<file path="src/rtl/sb_tx_pkg.sv">
// Shared sideband TX definitions: packet geometry, idle gap length and serializer states.
package sb_tx_pkg;

    localparam int unsigned SB_PKT_W  = 64;
    localparam int unsigned SB_GAP_UI = 32;

    typedef enum logic [1:0] {
        IDLE,
        SHIFT,
        GAP
    } sb_ser_state_e;

    function automatic int unsigned sb_max(input int unsigned a, input int unsigned b);
        return (a > b) ? a : b;
    endfunction

endpackage

</file>
<file path="src/rtl/sb_tx_serializer.sv">
// Sideband TX serializer: shifts one framed packet per handshake onto TXDATASB,
// gates the forwarded clock to data UI only and enforces a low idle gap between packets.
module sb_tx_serializer
    import sb_tx_pkg::*;
#(
    parameter int unsigned DATA_W    = SB_PKT_W,
    parameter int unsigned GAP_UI    = SB_GAP_UI,
    parameter bit          LSB_FIRST = 1'b1
) (
    input  logic              i_clk,
    input  logic              i_rst_n,
    input  logic [DATA_W-1:0] i_data,
    input  logic              i_data_valid,
    output logic              o_data_ready,
    output logic              o_txdatasb,
    output logic              o_clk_gate_en,
    output logic              o_ser_done,
    output logic              o_busy,
    output logic [7:0]        o_pkt_cnt
);

    localparam int unsigned      CntW       = $clog2(sb_max(DATA_W, GAP_UI));
    localparam logic [CntW-1:0]  BitLast    = CntW'(DATA_W - 1);
    localparam logic [CntW-1:0]  GapLast    = CntW'(GAP_UI - 1);
    localparam logic [CntW-1:0]  GapPreLast = CntW'(GAP_UI - 2);

    sb_ser_state_e     state_q, state_d;
    logic [DATA_W-1:0] shift_q, shift_d;
    logic [CntW-1:0]   bit_cnt_q, bit_cnt_d;
    logic [CntW-1:0]   gap_cnt_q, gap_cnt_d;
    logic              txd_q, txd_d;
    logic              gate_q, gate_d;
    logic              done_q, done_d;
    logic              ready_q, ready_d;
    logic [7:0]        pkt_cnt_q, pkt_cnt_d;

    logic              xfer;
    logic              start;
    logic              load_bit;
    logic [DATA_W-1:0] load_rest;
    logic              next_bit;
    logic [DATA_W-1:0] next_rest;

    assign xfer = i_data_valid && ready_q;

    // First UI is emitted straight from i_data; the register keeps only what is left.
    always_comb begin
        if (LSB_FIRST) begin
            load_bit  = i_data[0];
            load_rest = i_data >> 1;
            next_bit  = shift_q[0];
            next_rest = shift_q >> 1;
        end else begin
            load_bit  = i_data[DATA_W-1];
            load_rest = i_data << 1;
            next_bit  = shift_q[DATA_W-1];
            next_rest = shift_q << 1;
        end
    end

    always_comb begin
        state_d   = state_q;
        shift_d   = shift_q;
        bit_cnt_d = bit_cnt_q;
        gap_cnt_d = gap_cnt_q;
        txd_d     = 1'b0;
        gate_d    = 1'b0;
        done_d    = 1'b0;
        ready_d   = 1'b0;
        pkt_cnt_d = pkt_cnt_q;
        start     = 1'b0;

        unique case (state_q)
            IDLE: begin
                ready_d = 1'b1;
                start   = xfer;
            end
            SHIFT: begin
                if (bit_cnt_q == BitLast) begin
                    state_d   = GAP;
                    gap_cnt_d = '0;
                    done_d    = 1'b1;
                    pkt_cnt_d = pkt_cnt_q + 8'd1;
                end else begin
                    bit_cnt_d = bit_cnt_q + 1'b1;
                    shift_d   = next_rest;
                    txd_d     = next_bit;
                    gate_d    = 1'b1;
                end
            end
            GAP: begin
                if (gap_cnt_q == GapLast) begin
                    start = xfer;
                    if (!xfer) begin
                        state_d = IDLE;
                        ready_d = 1'b1;
                    end
                end else begin
                    gap_cnt_d = gap_cnt_q + 1'b1;
                    // Ready is registered, so raise it one cycle ahead of the last gap UI.
                    ready_d   = (gap_cnt_q == GapPreLast);
                end
            end
            default: state_d = IDLE;
        endcase

        if (start) begin
            state_d   = SHIFT;
            shift_d   = load_rest;
            bit_cnt_d = '0;
            txd_d     = load_bit;
            gate_d    = 1'b1;
            ready_d   = 1'b0;
        end
    end

    always_ff @(posedge i_clk or negedge i_rst_n) begin
        if (!i_rst_n) begin
            state_q   <= IDLE;
            shift_q   <= '0;
            bit_cnt_q <= '0;
            gap_cnt_q <= '0;
            txd_q     <= 1'b0;
            gate_q    <= 1'b0;
            done_q    <= 1'b0;
            ready_q   <= 1'b0;
            pkt_cnt_q <= '0;
        end else begin
            state_q   <= state_d;
            shift_q   <= shift_d;
            bit_cnt_q <= bit_cnt_d;
            gap_cnt_q <= gap_cnt_d;
            txd_q     <= txd_d;
            gate_q    <= gate_d;
            done_q    <= done_d;
            ready_q   <= ready_d;
            pkt_cnt_q <= pkt_cnt_d;
        end
    end

    assign o_data_ready  = ready_q;
    assign o_txdatasb    = txd_q;
    assign o_clk_gate_en = gate_q;
    assign o_ser_done    = done_q;
    assign o_busy        = (state_q != IDLE);
    assign o_pkt_cnt     = pkt_cnt_q;

endmodule

</file>
<file path="config.mk">
export PLATFORM = sky130hd
export DESIGN_NAME = sb_tx_serializer
export DESIGN_NICKNAME = d
export VERILOG_FILES = /design/src/rtl/sb_tx_pkg.sv /design/src/rtl/sb_tx_serializer.sv
export SDC_FILE = /design/constraint.sdc
export NUM_CORES = 1
export LEC_CHECK = 0
export ABC_AREA = 0
export BUFFER_PORTS_ARGS = -buffer_cell sky130_fd_sc_hd__buf_2
export CAP_MARGIN = 20
export CORE_AREA = 5 5 94 96
export DETAILED_ROUTE_END_ITERATION = 8
export DIE_AREA = 0 0 99 101
export GPL_ROUTABILITY_DRIVEN = 0
export PLACE_DENSITY = 0.78
export SLEW_MARGIN = 5
export SYNTH_ARGS = -nofsm -noshare
export SYNTH_HDL_FRONTEND = slang
export SYNTH_SLANG_ARGS = --single-unit
</file>
<file path="constraint.sdc">
create_clock -name i_clk -period 4.9 [get_ports i_clk]
set_clock_uncertainty 0.1 [all_clocks]
set_input_delay 0.98 -clock i_clk [delete_from_list [all_inputs] [get_ports i_clk]]
set_output_delay 0.98 -clock i_clk [all_outputs]
set_load 0.005 [all_outputs]
</file>
==> results.md <==
- Synthesized area per cell: 10.4 um2
- # nets final: 552
- Largest net degree at the start of global routing: 137
- First-pass GRT wire length: 14000 um
- Synth cell types: 39
- Critical Path Max Stage Delay: 0.78 ns
- CORE AREA: 7970 um2
- GR Overflow Total: 0
- IO Port Bufs: 79
- CTS H-tree lvls: 3
- Count leader, synth: dfrtp_1
- Register area share after synthesis: 52.7%
- Fin crit share: 57.3%
- Rows: 33
- Die footprint: 10000 um2
- Initial antenna violation count: 0
- Pins Over Slew Limit: 0
- Vias: 3136
- Synthesis-stage register bit count: 89
- Clk root buf: clkbuf_8
- Number of diodes: 0
- CTS tree: yes
- Data arrival time of the worst path: 2.93 ns
- Post-DP HPWL: 5550 um
- Pwr per Cell Area: 575 nW/um2
- IO Pins: 80
- Pleak: 2.40 nW
- Met3 WL: 347 um
- Gates resized, CTS repair: 0
- Count of final hold-check violations: 0
- Synth Instances: 407
- Commonest cells post-synth: dfrtp_1 (89), nand2_1 (78), mux2i_1 (63)
- Status: finished, final reports clean
- Synth top area share: 52.7%
- CP required: 5.02 ns
- Initial Util: 53.0%
- Cells taking the most area after synthesis: dfrtp_1 (53%), mux2i_1 (15%), o21ai_0 (7.2%)
- Mapped Area: 4220 um2
- Wl on met1: 3750 um
- DRC: 0
- Met2 Wirelength: 4070 um
- Ys flop type: dfrtp_1
- Die Wd: 99 um
- Max Clock Freq: 356 MHz
- Final std cell area, no fill: 4940 um2
- Critical Path, Cell by Cell: ha_1 -> nand2_1 -> o21ai_4 -> buf_4 -> mux2i_1 -> o21ai_0
- Vias in the first global route: 3058
- R2r startpoint: bit_cnt_q[0]
- Net Count, Synth: 481
- First-pass detailed-route iteration total: 5
- Asr flop ratio synth: 100%
- Hold-fix buffers, CTS: 0
- CTS max path bufs: 2
- Post-detailed-route via-to-cell ratio: 5.33
- Total Negative Setup Slacks: 0 ns
- CTS sink cnt: 89
- Filler Cells Inserted: 661
- FF-to-FF setup slack: 2.09 ns
- Post-synth EDFFs: 0
- Share of cells above drive strength 1: 21.5%
- CTS clk-pin slew, worst paths: 0.09 ns
- Hold Path Class: reg2reg
- Die height: 101 um
- Worst Tran Pin Value: 0.854 ns
- Slew HR: 43.0%
- Per-cell routed wire length: 14.1 um
- Total length of routed wires: 8280 um
- Top Metal Used: met4
- Clock latency on the worst-skew pair: 0.36 ns
- Slowest stage cell, crit path: buf_4
- CP Launch Type: flop
- DR iter-0 viols: 124
- Min Tclk post-route: 2.81 ns
- Crit Path Category: reg2reg
- Total of warnings raised by yosys: 0
- Number of post-CTS setup repair buffers: 0
- CP startpoint: bit_cnt_q[0]
- Maxcap violations: 0
- CP Max Fanout: 55
- Cell taking the most area after synthesis: dfrtp_1
- Max VDD drop: 0.000266 V
- Number of buffers created by CTS: 9
- Area after DPL: 4660 um2
- Post-route ant nets: 0
- GRT Resource Usage Total: 17.4%
- RSZ-0062 raised after global routing: no
- Final setup violation count: 0
- Synth-to-layout area growth: 17.0%
- Worst Hold Launch: o_pkt_cnt[7]
- Critical path capture point type: flop
-- flip-flops by register name, indices dropped and copies added, names as in the netlist --
name,count
o_data_ready,1
o_pkt_cnt,8
o_clk_gate_en,1
state_q,2
gap_cnt_q,6
o_txdatasb,1
o_ser_done,1
shift_q,63
bit_cnt_q,6
-- kinds of logic (layout without fill, tap and decap cells) --
group,count (synthesis),count (layout),synth area share (%)
AO/OA/AOI/OAI,90,90,12.0
AND/OR/NAND/NOR,118,118,12.6
buffers and inverters,30,106,3.50
flip-flops,89,89,52.7
multiplexers,65,65,15.5
adder cells (fa/ha/maj),7,7,2.07
XOR/XNOR,8,8,1.66
-- stage by stage --
| stage | instances | total power [mW] | util (%) | setup WS, ns | hold slack (ns) |
|---|---|---|---|---|---|
| final | 588 | 2.84 | 62.0 | 2.09 | 0.370 |
| after global placement | 570 | 2.22 | 58.5 | 2.08 | 0.356 |
| after global routing | 588 | 3.08 | 62.0 | 1.86 | 0.412 |
| after floorplan | 407 | 2.05 | - | 2.81 | 0.368 |
| after detailed placement | 570 | 2.29 | 58.5 | 1.93 | 0.360 |
| after CTS | 586 | 2.85 | 61.3 | 2.06 | 0.375 |
-- layer usage --
metal / global-route usage, % / vias up
met1: 22.1 / 1493
met2: 29.2 / 59
met5: 0 / -
met4: 5.67 / 0
li1: - / 1569
met3: 4.22 / 15
-- power by group --
| part | total [mW] | internal [mW] | leakage, nW | switching (mW) |
|---|---|---|---|---|
| Sequential | 1.22 | 1.04 | 1.13 | 0.175 |
| Clock | 0.562 | 0.303 | 0.113 | 0.260 |
| Combinational | 1.06 | 0.483 | 1.16 | 0.577 |
| Total | 2.84 | 1.83 | 2.40 | 1.01 |
-- final cells by class --
class	count	area, um2	area share (%)
clock buffers	10	138	2.79
repair buffers	83	468	9.47
inverters	7	26.3	0.532
well taps	105	131	2.66
clock inverters	6	90.1	1.82
multi-input cells	288	1860	37.7
flip-flops and latches	89	2230	45.1
-- worst paths after layout --
path	end	cells after the start
worst max-delay path	shift_q[48]	6
max in group asynchronous	shift_q[8]	2
worst min-delay path	o_pkt_cnt[7]	1
min in group asynchronous	o_pkt_cnt[3]	1
worst min register to register	o_pkt_cnt[7]	1
worst max register to register	shift_q[48]	6
-- placed cells by master, fill, tap and decap left out, types with 8 or more instances in the layout --
cell type and instances:
nand2_1 78, o21ai_0 61, clkbuf_8 10, dfrtp_1 89
mux2i_1 63, buf_2 78, o21ai_1 8
-- worst max-delay path, delay by kind of cell, from the launching register on --
| family | cells | cell delay, ns |
|---|---|---|
| simple gates | 1 | 0.14 |
| flops | 1 | 0.40 |
| mux | 1 | 0.27 |
| fa+ha+maj | 1 | 0.21 |
| compound gates | 2 | 0.71 |
| buf+inv | 1 | 0.78 |
No activity file was read; power rests on OpenSTA's default activity.
